[src/rtl/slow_clock_decimator_pkg.sv]
// Shared decimation-stage definitions: FSM state encoding and a saturating signed resize.
package slow_clock_decimator_pkg;

  typedef enum logic [1:0] {
    ST_IDLE  = 2'd0,
    ST_WAIT  = 2'd1,
    ST_ACCUM = 2'd2
  } dec_state_e;

  // Clamp a wide signed value into the range of a w-bit signed number; caller narrows the result.
  function automatic logic signed [63:0] sat_resize(input logic signed [63:0] v,
                                                   input int unsigned w);
    logic signed [63:0] hi;
    logic signed [63:0] lo;
    hi = (64'sd1 <<< (w - 1)) - 64'sd1;
    lo = -(64'sd1 <<< (w - 1));
    if (v > hi) begin
      return hi;
    end else if (v < lo) begin
      return lo;
    end
    return v;
  endfunction

endpackage

[src/rtl/slow_clock_decimator_edge.sv]
// Rising-edge detector for a clk-domain register-driven signal (no synchroniser).
module rise_edge_detect (
  input  logic clk,
  input  logic rst_n,
  input  logic d,
  output logic rise
);

  logic prev;

  always_ff @(posedge clk or negedge rst_n) begin
    if (!rst_n) begin
      prev <= 1'b0;
    end else begin
      prev <= d;
    end
  end

  assign rise = d & ~prev;

endmodule

[src/rtl/slow_clock_decimator.sv]
// Boxcar decimator: sums data_i between rising edges of slow_clk_i, reports sum/count/mean.
// state    | meaning
// ST_IDLE  | disabled, accumulator cleared
// ST_WAIT  | enabled, waiting for the first rise to open a window
// ST_ACCUM | window open, accumulating; each rise closes it and opens the next
module slow_clock_decimator #(
  parameter  int DW    = 14,
  parameter  int CNTW  = 16,
  parameter  int SHIFT = 4,
  localparam int ACCW  = DW + CNTW
) (
  input  logic                   clk,
  input  logic                   rst_n,
  input  logic                   enable_i,
  input  logic                   slow_clk_i,
  input  logic signed [DW-1:0]   data_i,
  output logic signed [ACCW-1:0] sum_o,
  output logic [CNTW-1:0]        count_o,
  output logic signed [DW-1:0]   mean_o,
  output logic                   valid_o,
  output logic                   ovf_o
);
  import slow_clock_decimator_pkg::*;

  localparam logic [CNTW-1:0] CNT_MAX = '1;

  dec_state_e             state;
  logic signed [ACCW-1:0] acc;
  logic [CNTW-1:0]        cnt;
  logic                   sat_flag;
  logic                   rise;
  logic signed [DW-1:0]   mean_next;

  rise_edge_detect u_edge (
    .clk  (clk),
    .rst_n(rst_n),
    .d    (slow_clk_i),
    .rise (rise)
  );

  assign mean_next = DW'(sat_resize(64'(acc >>> SHIFT), DW));

  always_ff @(posedge clk or negedge rst_n) begin
    if (!rst_n) begin
      state    <= ST_IDLE;
      acc      <= '0;
      cnt      <= '0;
      sat_flag <= 1'b0;
      sum_o    <= '0;
      count_o  <= '0;
      mean_o   <= '0;
      valid_o  <= 1'b0;
      ovf_o    <= 1'b0;
    end else begin
      valid_o <= 1'b0;
      // Disable overrides a coincident rise: the open window is dropped, outputs hold.
      if (!enable_i) begin
        state    <= ST_IDLE;
        acc      <= '0;
        cnt      <= '0;
        sat_flag <= 1'b0;
      end else begin
        case (state)
          ST_IDLE: begin
            state <= ST_WAIT;
          end
          ST_WAIT: begin
            if (rise) begin
              state    <= ST_ACCUM;
              acc      <= ACCW'(data_i);
              cnt      <= CNTW'(1);
              sat_flag <= 1'b0;
            end
          end
          ST_ACCUM: begin
            if (rise) begin
              sum_o    <= acc;
              count_o  <= cnt;
              mean_o   <= mean_next;
              ovf_o    <= sat_flag;
              valid_o  <= 1'b1;
              acc      <= ACCW'(data_i);
              cnt      <= CNTW'(1);
              sat_flag <= 1'b0;
            end else if (cnt == CNT_MAX) begin
              sat_flag <= 1'b1;
            end else begin
              acc <= acc + ACCW'(data_i);
              cnt <= cnt + CNTW'(1);
            end
          end
          default: begin
            state <= ST_IDLE;
          end
        endcase
      end
    end
  end

endmodule

[config.mk]
export PLATFORM = sky130hd
export DESIGN_NAME = slow_clock_decimator
export DESIGN_NICKNAME = d
export VERILOG_FILES = /design/src/rtl/slow_clock_decimator_pkg.sv /design/src/rtl/slow_clock_decimator_edge.sv /design/src/rtl/slow_clock_decimator.sv
export SDC_FILE = /design/constraint.sdc
export NUM_CORES = 1
export LEC_CHECK = 0
export CAP_MARGIN = 25
export CORE_MARGIN = 10
export CORE_UTILIZATION = 55
export DETAILED_ROUTE_END_ITERATION = 7
export PLACE_DENSITY = 0.87
export SLEW_MARGIN = 20
export SYNTH_ARGS = -nofsm -noshare
export SYNTH_HDL_FRONTEND = slang
export SYNTH_HIERARCHICAL = 1
export SYNTH_SLANG_ARGS = --single-unit
[constraint.sdc]
create_clock -name clk -period 4.2 [get_ports clk]
set_input_delay 1.26 -clock clk [delete_from_list [all_inputs] [get_ports clk]]
set_output_delay 1.26 -clock clk [all_outputs]
set_load 0.02 [all_outputs]
==> qor.yml, run 1 <==
critical_path:
  critPathKind: "in2reg"
  worstReg2RegStart: "acc[0]$_DFFE_PN0P_"
  cp-start-kind: "primary input"
  critPathCaptureType: "flop"
  timing.rr.end: "acc[28]$_DFFE_PN0P_"
  arrival_ps: 4080
  r2r_cells: 12
  worstPathRequired_ps: 4470
  r2r_slack_ps: 1400
  crit_fanout: 6
clock_network:
  cts_tree: "built"
  cts.sinks: 112
  clk_latency_ps: 370
  post_cts_buffers: 0
  hold_buffers: 0
  clockRootBuffer: "clkbuf_16"
  htree_levels: 3
  cts_buffers: 9
  postCtsResizedCells: 0
  cts_buffer_depth: 2
  clkTransAtPathRegs_ps: 70
global_route:
  grt_max_degree: 52
  grt.total_usage: 0.2056
  grt_pass1_vias: 5443
  antenna_found_initial: 0
  grt_pass1_wl_mm: 27.48
  grt_overflow: 0
sta:
  max_slew_margin: 0.4495
  finalHoldViolCount: 0
  tightest_slew_ps: 824.1
  finClkSkew_ps: 11.81
  period_share: 0.9064
  rsz0062_at_grt: "false"
  whs_ps: 476.3
  finalSetupTns_ps: 0
  max_freq_mhz: 262.7
  post-route-min-period_ps: 3807
  setup_slack_ps: 393.0
  final_max_slew_viol_count: 0
  setup_viol: 0
finish:
  final_nets: 840
  multi_input_area_um2: 3292
  post-route-util: 0.6863
  antenna_cells: 0
  drive_gt1_frac: 0.06156
  final_area_um2: 7537
  area_growth_pct: 20.58
  seqCellArea_um2: 2803
  fin_cells: 936
  n_fill_cell: 839
power:
  p_total_mw: 2.597
  irDropWorstVdd_uv: 341.0
  p_per_area_nw_per_um2: 344.6
  leakagePower_nw: 3.630
  seqPwrFrac: 0.461
  swShare: 0.2974
  combPwrFrac: 0.204
  pwr-share-clk: 0.335
  p_int_mw: 1.825
  net-switching-power_uw: 772.4
floorplanning:
  ios: 80
  core_um2: 10980
  start_util: 0.5692
  fp.dieW_um: 126.6
  row_count: 38
  die_y_um: 126.6
  die_area_um2: 16030
route:
  via_per_inst: 5.912
  wl_mm: 16.75
  drtIter0Drc: 530
  ant_nets: 0
  routedWlPerCell_um: 17.89
  dr.pass1.iters: 5
  vias: 5534
  drc_errors: 0
placed_design:
  dp_slack_ps: 69.08
  place_inst: 920
  io_buffers: 79
  dp_hpwl_mm: 12.22
  placed_area_um2: 7236
  gp_congestion: 0.9309
synth:
  yosysMostFrequentCell: "nand2_1"
  seq_area_frac_synth: 0.4484
  avgSynthCellArea_um2: 8.706
  syn_nets: 767
  synth.distinct_cells: 61
  synth_commonest_cells: "208 x nand2_1, 112 x dfrtp_1, 51 x o21ai_0"
  ys_async_sr_fraction: 1.000
  synthFlopType: "dfrtp_1"
  yosys.area.top_type: "dfrtp_1"
  ys.warnings.count: 6
  synth_edf_count: 0
  synth_top_area_frac: 0.4484
  synth_seq_cells: 112
  synth_area_um2: 6251
  yosys-top-cells-area: "dfrtp_1 45%, nand2_1 12%, ha_1 6.0%"
  netlist_instances: 718
worst_hold_path:
  hp-class: "reg2reg"
  hold_depth: 2
  min_from: "mean_o[13]$_DFFE_PN0P_"
  worstHoldEndpoint: "mean_o[13]$_DFFE_PN0P_"
run_status:
  status: "finished clean"
flow_run:
  maxCapViolCount: 0
-- cells in the final DEF, fill, tap and decap left out, types with 5 or more instances in the layout --
master,count
a31oi_1,7
ha_1,30
nand3_1,9
xor2_1,18
nand2_1,208
a221o_1,14
buf_4,18
a21o_1,18
and2_1,6
clkdlybuf4s50_1,78
o21a_1,6
nor2b_1,7
nor3_1,6
xnor2_1,13
a22o_1,8
nor3b_1,5
clkbuf_16,9
a21oi_1,45
inv_1,8
nor2_1,33
dfrtp_1,112
o21ai_0,51
nand4_1,10
or3_1,5
-- flip-flops by register name (all words and copies together), names as in the netlist --
| name | flops |
|---|---|
| state | 2 |
| u_edge/prev | 1 |
| cnt | 16 |
| acc | 30 |
| valid_o | 1 |
| sum_o | 30 |
| mean_o | 14 |
| count_o | 16 |
| ovf_o | 1 |
| sat_flag | 1 |
-- layout make-up --
class | instances | share of cell area
clock buffer | 11 | 0.03353
clock inverter | 5 | 0.006474
inverter | 8 | 0.003984
multi-input combinational | 563 | 0.4368
sequential | 112 | 0.3718
tap | 140 | 0.02324
timing repair buffer | 97 | 0.1242
-- worst max-delay path by stage --
stage / depth (start not counted) / startpoint / to / slack, ps
2_1_floorplan: 12 / data_i[0] / acc[28]$_DFFE_PN0P_ / 870
3_3_place_gp: 13 / data_i[0] / acc[26]$_DFFE_PN0P_ / 120
3_5_place_dp: 13 / data_i[0] / acc[28]$_DFFE_PN0P_ / 70
4_1_cts: 13 / data_i[0] / acc[28]$_DFFE_PN0P_ / 430
5_1_grt: 11 / data_i[3] / acc[21]$_DFFE_PN0P_ / 120
6_report: 13 / data_i[0] / acc[28]$_DFFE_PN0P_ / 390
-- layer usage --
layer	share of wire	vias to the layer above	track usage
li1	-	2654	-
met1	0.45	2715	0.2652
met2	0.49	139	0.3390
met3	0.050	26	0.04956
met4	0.014	0	0.05224
met5	0	-	0
-- power groups by stage --
stage	Sequential, mW	Combinational, mW	Clock, mW
5_1_grt	1.21	0.577	0.925
3_3_place_gp	1.21	0.513	0
6_report	1.20	0.530	0.870
3_5_place_dp	1.22	0.528	0
4_1_cts	1.20	0.532	0.882
2_1_floorplan	1.25	0.270	0
-- worst max-delay path, cell delays in order --
cell and delay, ps:
clkdlybuf4s50_1 490, ha_1 170, inv_1 60, fa_1 400, nor2b_1 130, o21a_1 150
o21ai_2 70, a21oi_1 240, a221o_1 350, a21oi_4 130, o211ai_1 290, a211oi_2 120
o31ai_2 210
-- kinds of logic after synthesis --
kind of cell             Yosys count  share of synthesized area
AND/OR/NAND/NOR                  316                     0.2240
AO/OA/AOI/OAI                    183                     0.1914
flip-flops                       112                     0.4484
buffers and inverters             43                    0.02622
XOR/XNOR                          31                    0.04343
adder cells (fa/ha/maj)           31                    0.06325
multiplexers                       2                   0.003403
Note: power is estimated with default switching activity, not from simulation.
==> run 2, diff against run 1 <==
Settings changed: ABC_AREA from default to 1, PLACE_DENSITY 0.87 to 0.86.
==> run 2 against run 1 <==
  * Core utilization down 2.0 points
  * Fmax rose by 8.1%
  * Clock power increased by 8.0%
  * Highest routed layer unchanged
  * Final cell count increased by 37%
==> qor.yml, run 2 <==
run_status:
  status: "finished clean"
global_route:
  grt_pass1_wl_mm: 32.08  # +17%
  grt.total_usage: 0.2153  # +0.009709
  grt_max_degree: 66  # +27%
  grt_pass1_vias: 6503  # +19%
  antenna_found_initial: 0  # unchanged
  grt_overflow: 0  # unchanged
floorplanning:
  start_util: 0.5665  # -0.002689
  die_y_um: 134.7  # +6.4%
  row_count: 41  # +7.9%
  die_area_um2: 18140  # +13%
  fp.dieW_um: 134.7  # +6.4%
  ios: 80  # unchanged
  core_um2: 12770  # +16%
synth:
  yosys-top-cells-area: "dfrtp_1 39%, nand2_1 19%, inv_1 7.8%"
  synth_top_area_frac: 0.3873  # -0.06102
  yosys.area.top_type: "dfrtp_1"
  avgSynthCellArea_um2: 7.011  # -19%
  seq_area_frac_synth: 0.3873  # -0.06102
  synth_edf_count: 0  # unchanged
  synth_seq_cells: 112  # unchanged
  yosysMostFrequentCell: "nand2_1"
  ys_async_sr_fraction: 1.000  # unchanged
  synth_area_um2: 7236  # +16%
  synth.distinct_cells: 40  # -34%
  netlist_instances: 1032  # +44%
  ys.warnings.count: 6  # unchanged
  syn_nets: 1081  # +41%
  synth_commonest_cells: "367 x nand2_1, 150 x inv_1, 112 x dfrtp_1"
  synthFlopType: "dfrtp_1"
sta:
  finClkSkew_ps: 11.73  # -0.07640 ps
  final_max_slew_viol_count: 0  # unchanged
  max_freq_mhz: 283.9  # +8.1%
  tightest_slew_ps: 686.1  # -138.0 ps
  finalHoldViolCount: 0  # unchanged
  max_slew_margin: 0.5419  # +0.09243
  finalSetupTns_ps: 0  # unchanged
  period_share: 0.8386  # -0.06788
  post-route-min-period_ps: 3522  # -285.1 ps
  rsz0062_at_grt: "false"
  setup_viol: 0  # unchanged
route:
  drtIter0Drc: 800  # +51%
  drc_errors: 0  # unchanged
  routedWlPerCell_um: 15.20  # -15%
  ant_nets: 0  # unchanged
  dr.pass1.iters: 6  # +1
  wl_mm: 19.52  # +17%
  via_per_inst: 5.403  # -8.6%
  vias: 6937  # +25%
critical_path:
  crit_chain: "clkdlybuf4s50_1 -> buf_4 -> ha_1 -> nand2_1 -> inv_1 -> nand2_1 -> inv_1 -> nand2_1 -> inv_1 -> a21oi_1 -> nand3_1 -> nand3_1 -> nand2_1 -> nand2_1 -> nand2_1"
  critPathKind: "in2reg"
  cp_top_family: "buffers and inverters"
  crit_fanout: 14  # +8
  slowest_stage: "clkdlybuf4s50_1"
  slowest_delay_ps: 750  # +260 ps
  crit_buf_inv: 5  # +3
  arrival_ps: 3800  # -280 ps
  worstPathRequired_ps: 4470  # about the same
  cp_common_cell: "nand2_1"
  cp-start-kind: "primary input"
  critPathCaptureType: "flop"
finish:
  fin_cells: 1284  # +37%
  reg_top3: "acc (30), sum_o (30)"
  final_cell_mix: "367 x nand2_1, 150 x inv_1, 112 x dfrtp_1, 87 x nand3_1, 78 x clkdlybuf4s50_1"
  final_nets: 1156  # +38%
  area_growth_pct: 17.64
  final_common_cell: "nand2_1"
  antenna_cells: 0  # unchanged
  drive_gt1_frac: 0.05845  # -0.003105
clock_network:
  clockRootBuffer: "clkbuf_16"
  cts.sinks: 112  # unchanged
  post_cts_buffers: 0  # unchanged
  cts_tree: "built"
  cts_buffers: 9  # unchanged
  hold_buffers: 0  # unchanged
  clk_latency_ps: 370  # about the same
  cts_buffer_depth: 2  # unchanged
  clkTransAtPathRegs_ps: 90  # +20 ps
  htree_levels: 3  # unchanged
  postCtsResizedCells: 0  # unchanged
placed_design:
  dp_hpwl_mm: 14.56  # +19%
  gp_congestion: 1.047  # +12%
  place_inst: 1268  # +38%
  io_buffers: 79  # unchanged
power:
  p_per_area_nw_per_um2: 370.3  # +7.5%
  leakagePower_nw: 4.396  # +21%
  irDropWorstVdd_uv: 232.1  # -32%
flow_run:
  maxCapViolCount: 0  # unchanged
worst_hold_path:
  hp-class: "reg2reg"
==> run 2: changes by cell type in the layout (fill, tap and decap cells not counted), sizes merged, moves of 14 or more <==
cell,change
a21o,-16
nor2,+34
inv,+152
nand3,+76
a21oi,-16
nand2,+164
a221o,-14
==> run 2: final timing paths <==
kind / start / cells past startpoint / slack [ps] / end
setup / recovery: data_i[13] / 15 / 680 / acc[29]$_DFFE_PN0P_
hold / removal: sum_o[10]$_DFFE_PN0P_ / 2 / 470 / sum_o[10]$_DFFE_PN0P_
setup reg to reg: acc[0]$_DFFE_PN0P_ / 11 / 1790 / acc[14]$_DFFE_PN0P_
hold reg to reg: sum_o[10]$_DFFE_PN0P_ / 2 / 470 / sum_o[10]$_DFFE_PN0P_
max in group asynchronous: rst_n / 2 / 2540 / sum_o[15]$_DFFE_PN0P_
min in group asynchronous: rst_n / 1 / 900 / acc[22]$_DFFE_PN0P_
==> run 2: worst min-delay path, delay by kind of cell (launching register included) <==
kind / cells / cell delay (ps)
DFF: 1 / 340
and+or+nand+nor: 2 / 110
==> run 2: power by group <==
| group | total, mW | internal [mW] | switching [mW] |
|---|---|---|---|
| registers | 1.28 | 1.19 | 0.0857 |
| logic | 0.935 | 0.367 | 0.568 |
| clock network | 0.940 | 0.494 | 0.445 |
==> run 2: cell families after synthesis <==
kind of cell	share of synthesized area
fa+ha+maj	0.05464
buf+inv	0.1050
simple gates	0.3317
xor+xnor	0.02300
flops	0.3873
mux	0.001383
compound gates	0.09701
==> run 2: stage by stage <==
stage	total power [mW]	worst slack [ps]	hold WS, ps	cell area [µm²]	util
2_1_floorplan	1.857	1374	431.6	7236	-
3_3_place_gp	2.201	383.0	448.9	8180	0.6404
3_5_place_dp	2.221	381.0	452.1	8188	0.6410
4_1_cts	3.149	717.3	471.3	8512	0.6664
5_1_grt	3.318	479.5	479.7	8512	0.6664
6_report	3.152	678.0	474.3	8512	0.6664
==> run 2: final cells by class <==
cell class,instances,area [µm²]
Multi-Input combinational cell,733,3674
Timing Repair Buffer,91,890.9
Fill cell,1079,4262
Clock inverter,6,85.08
Inverter,160,605.6
Tap cell,172,215.2
Clock buffer,10,239.0
Sequential cell,112,2803
==> run 2: per-layer routing <==
layer,global-route usage,part of all wire,vias to the layer above
li1,-,-,3411
met1,0.2745,0.44,3210
met3,0.06491,0.085,53
met5,0,0,-
met4,0.07739,0.027,0
met2,0.3378,0.45,263
==> run 3, diff against run 2 <==
Clock period 4.2 ns to 3.25 ns, I/O delays scaled along.
==> run 3 against run 2 <==
  * First-iteration DRC count down 7.0%
  * Via count up 0.49%
  * Core utilization up 1.0 points
  * Critical path type unchanged
  * Count of clock-buffer cells in the layout up 1
  * Clock skew up 0.68 ps
==> qor.yml, run 3 (synthesis gave the netlist of run 2 again) <==
run_status:
  status: "finished clean"
power:
  leakagePower_nw: 4.470  # +1.7%
  p_per_area_nw_per_um2: 466.4  # +26%
  net-switching-power_mw: 1.371  # +25%
  seqPwrFrac: 0.410  # +0.005
  p_total_mw: 4.030  # +28%
  swShare: 0.3402  # -0.008530
  p_int_mw: 2.659  # +30%
  pwr-share-clk: 0.283  # -0.015
  combPwrFrac: 0.307  # +0.010
  irDropWorstVdd_uv: 231.3  # -0.33%
placed_design:
  placed_area_um2: 8346  # +1.9%
  place_inst: 1284  # +1.3%
  io_buffers: 79  # unchanged
  dp_slack_ps: -210.7  # -591.7 ps
  dp_hpwl_mm: 15.05  # +3.4%
  gp_congestion: 1.014  # -3.1%
clock_network:
  cts_buffer_depth: 2  # unchanged
  clk_latency_ps: 370  # about the same
  htree_levels: 3  # unchanged
  clockRootBuffer: "clkbuf_16"
  cts_buffers: 9  # unchanged
  cts.sinks: 112  # unchanged
  cts_tree: "built"
  hold_buffers: 0  # unchanged
  clkTransAtPathRegs_ps: 70  # -20 ps
finish:
  final_cell_mix: "367 x nand2_1, 150 x inv_1, 112 x dfrtp_1, 87 x nand3_1, 78 x clkdlybuf4s50_1"
  drive_gt1_frac: 0.07010  # +0.01164
  post-route-util: 0.6766  # +0.01019
  reg_top3: "acc (30), sum_o (30)"
  final_nets: 1172  # +1.4%
  antenna_cells: 0  # unchanged
  area_growth_pct: 19.44
  final_common_cell: "nand2_1"
  final_area_um2: 8642  # +1.5%
  fin_cells: 1299  # +1.2%
sta:
  whs_ps: 457.6  # -16.69 ps
  final_max_slew_viol_count: 0  # unchanged
  post-route-min-period_ps: 3013
  setup_slack_ps: 237.2  # -440.9 ps
  tightest_slew_ps: 789.6  # +103.5 ps
  rsz0062_at_grt: "false"
  finalHoldViolCount: 0  # unchanged
  setup_viol: 0  # unchanged
  finalSetupTns_ps: 0  # unchanged
  finClkSkew_ps: 12.41  # +0.6765 ps
  max_freq_mhz: 331.9
  period_share: 0.9270
  max_slew_margin: 0.4736  # -0.06831
global_route:
  grt.total_usage: 0.2219  # +0.006603
  grt_overflow: 0  # unchanged
  grt_pass1_vias: 6681  # +2.7%
  antenna_found_initial: 0  # unchanged
  grt_pass1_wl_mm: 33.28  # +3.7%
  grt_max_degree: 95  # +44%
critical_path:
  cp-start-kind: "primary input"
  critPathCaptureType: "flop"
  cp_common_cell: "nand2_1"
  worstPathRequired_ps: 3500  # -970 ps
  arrival_ps: 3260  # -540 ps
  crit_chain: "clkdlybuf4s50_1 -> ha_1 -> inv_1 -> fa_1 -> nor3_1 -> nor2_1 -> o21ai_1 -> nand2_1 -> nand2_1 -> o21ai_0 -> nand2_1 -> nand2_1"
  crit_fanout: 3  # -11
  critPathKind: "in2reg"
  slowest_stage: "clkdlybuf4s50_1"
  r2r_slack_ps: 960  # -830 ps
  slowest_delay_ps: 480  # -270 ps
floorplanning:
  die_y_um: 134.7  # unchanged
  start_util: 0.5665  # unchanged
  core_um2: 12770  # unchanged
  ios: 80  # unchanged
  fp.dieW_um: 134.7  # unchanged
  row_count: 41  # unchanged
  die_area_um2: 18140  # unchanged
worst_hold_path:
  hp-class: "reg2reg"
route:
  ant_nets: 0  # unchanged
  via_per_inst: 5.366  # -0.67%
  routedWlPerCell_um: 15.22  # +0.15%
  vias: 6971  # +0.49%
  dr.pass1.iters: 6  # unchanged
  drc_errors: 0  # unchanged
  drtIter0Drc: 744  # -7.0%
  wl_mm: 19.78  # +1.3%
flow_run:
  maxCapViolCount: 0  # unchanged
-- run 3: repair_timing --
action,4_1_cts,5_1_grt
resized for setup,0,1
endpoints found under the setup margin,0,1
setup buffers,0,0
-- run 3: routing by layer --
metal | track usage | vias up | wire, µm
met1 | 0.3053 | 3261 | 8993
met5 | 0 | - | 0
met2 | 0.3531 | 229 | 9233
met4 | 0.07497 | 0 | 379
li1 | - | 3453 | -
met3 | 0.02671 | 28 | 1168
-- run 3: area by class of cell --
| class | instances | area, µm² |
|---|---|---|
| multi-input combinational | 733 | 3674 |
| fill | 1059 | 4131 |
| clock buffer | 11 | 242.7 |
| inverter | 160 | 605.6 |
| clock inverter | 4 | 53.80 |
| sequential | 112 | 2803 |
| timing repair buffer | 107 | 1049 |
| tap | 172 | 215.2 |
-- run 3: power by group through the flow --
stage / Sequential (mW) / Clock (mW) / Combinational, mW
3_3_place_gp: 1.67 / 0 / 1.21
4_1_cts: 1.65 / 1.15 / 1.24
6_report: 1.65 / 1.14 / 1.24
5_1_grt: 1.67 / 1.20 / 1.38
2_1_floorplan: 1.78 / 0 / 0.616
3_5_place_dp: 1.68 / 0 / 1.23
-- run 3: path summary, 6_finish.rpt --
check | cells after the start | from | end
max | 12 | data_i[0] | acc[14]$_DFFE_PN0P_
min | 1 | state[1]$_DFFE_PN0P_ | state[0]$_DFFE_PN0P_
max reg2reg | 11 | acc[0]$_DFFE_PN0P_ | acc[14]$_DFFE_PN0P_
min reg2reg | 1 | state[1]$_DFFE_PN0P_ | state[0]$_DFFE_PN0P_
max in group asynchronous | 2 | rst_n | state[1]$_DFFE_PN0P_
min in group asynchronous | 1 | rst_n | acc[5]$_DFFE_PN0P_
-- run 3: critical path: cells and delay by family --
family / cells / cell delay [ps]
simple gates: 6 / 770
fa+ha+maj: 2 / 600
buf+inv: 2 / 540
compound gates: 2 / 360
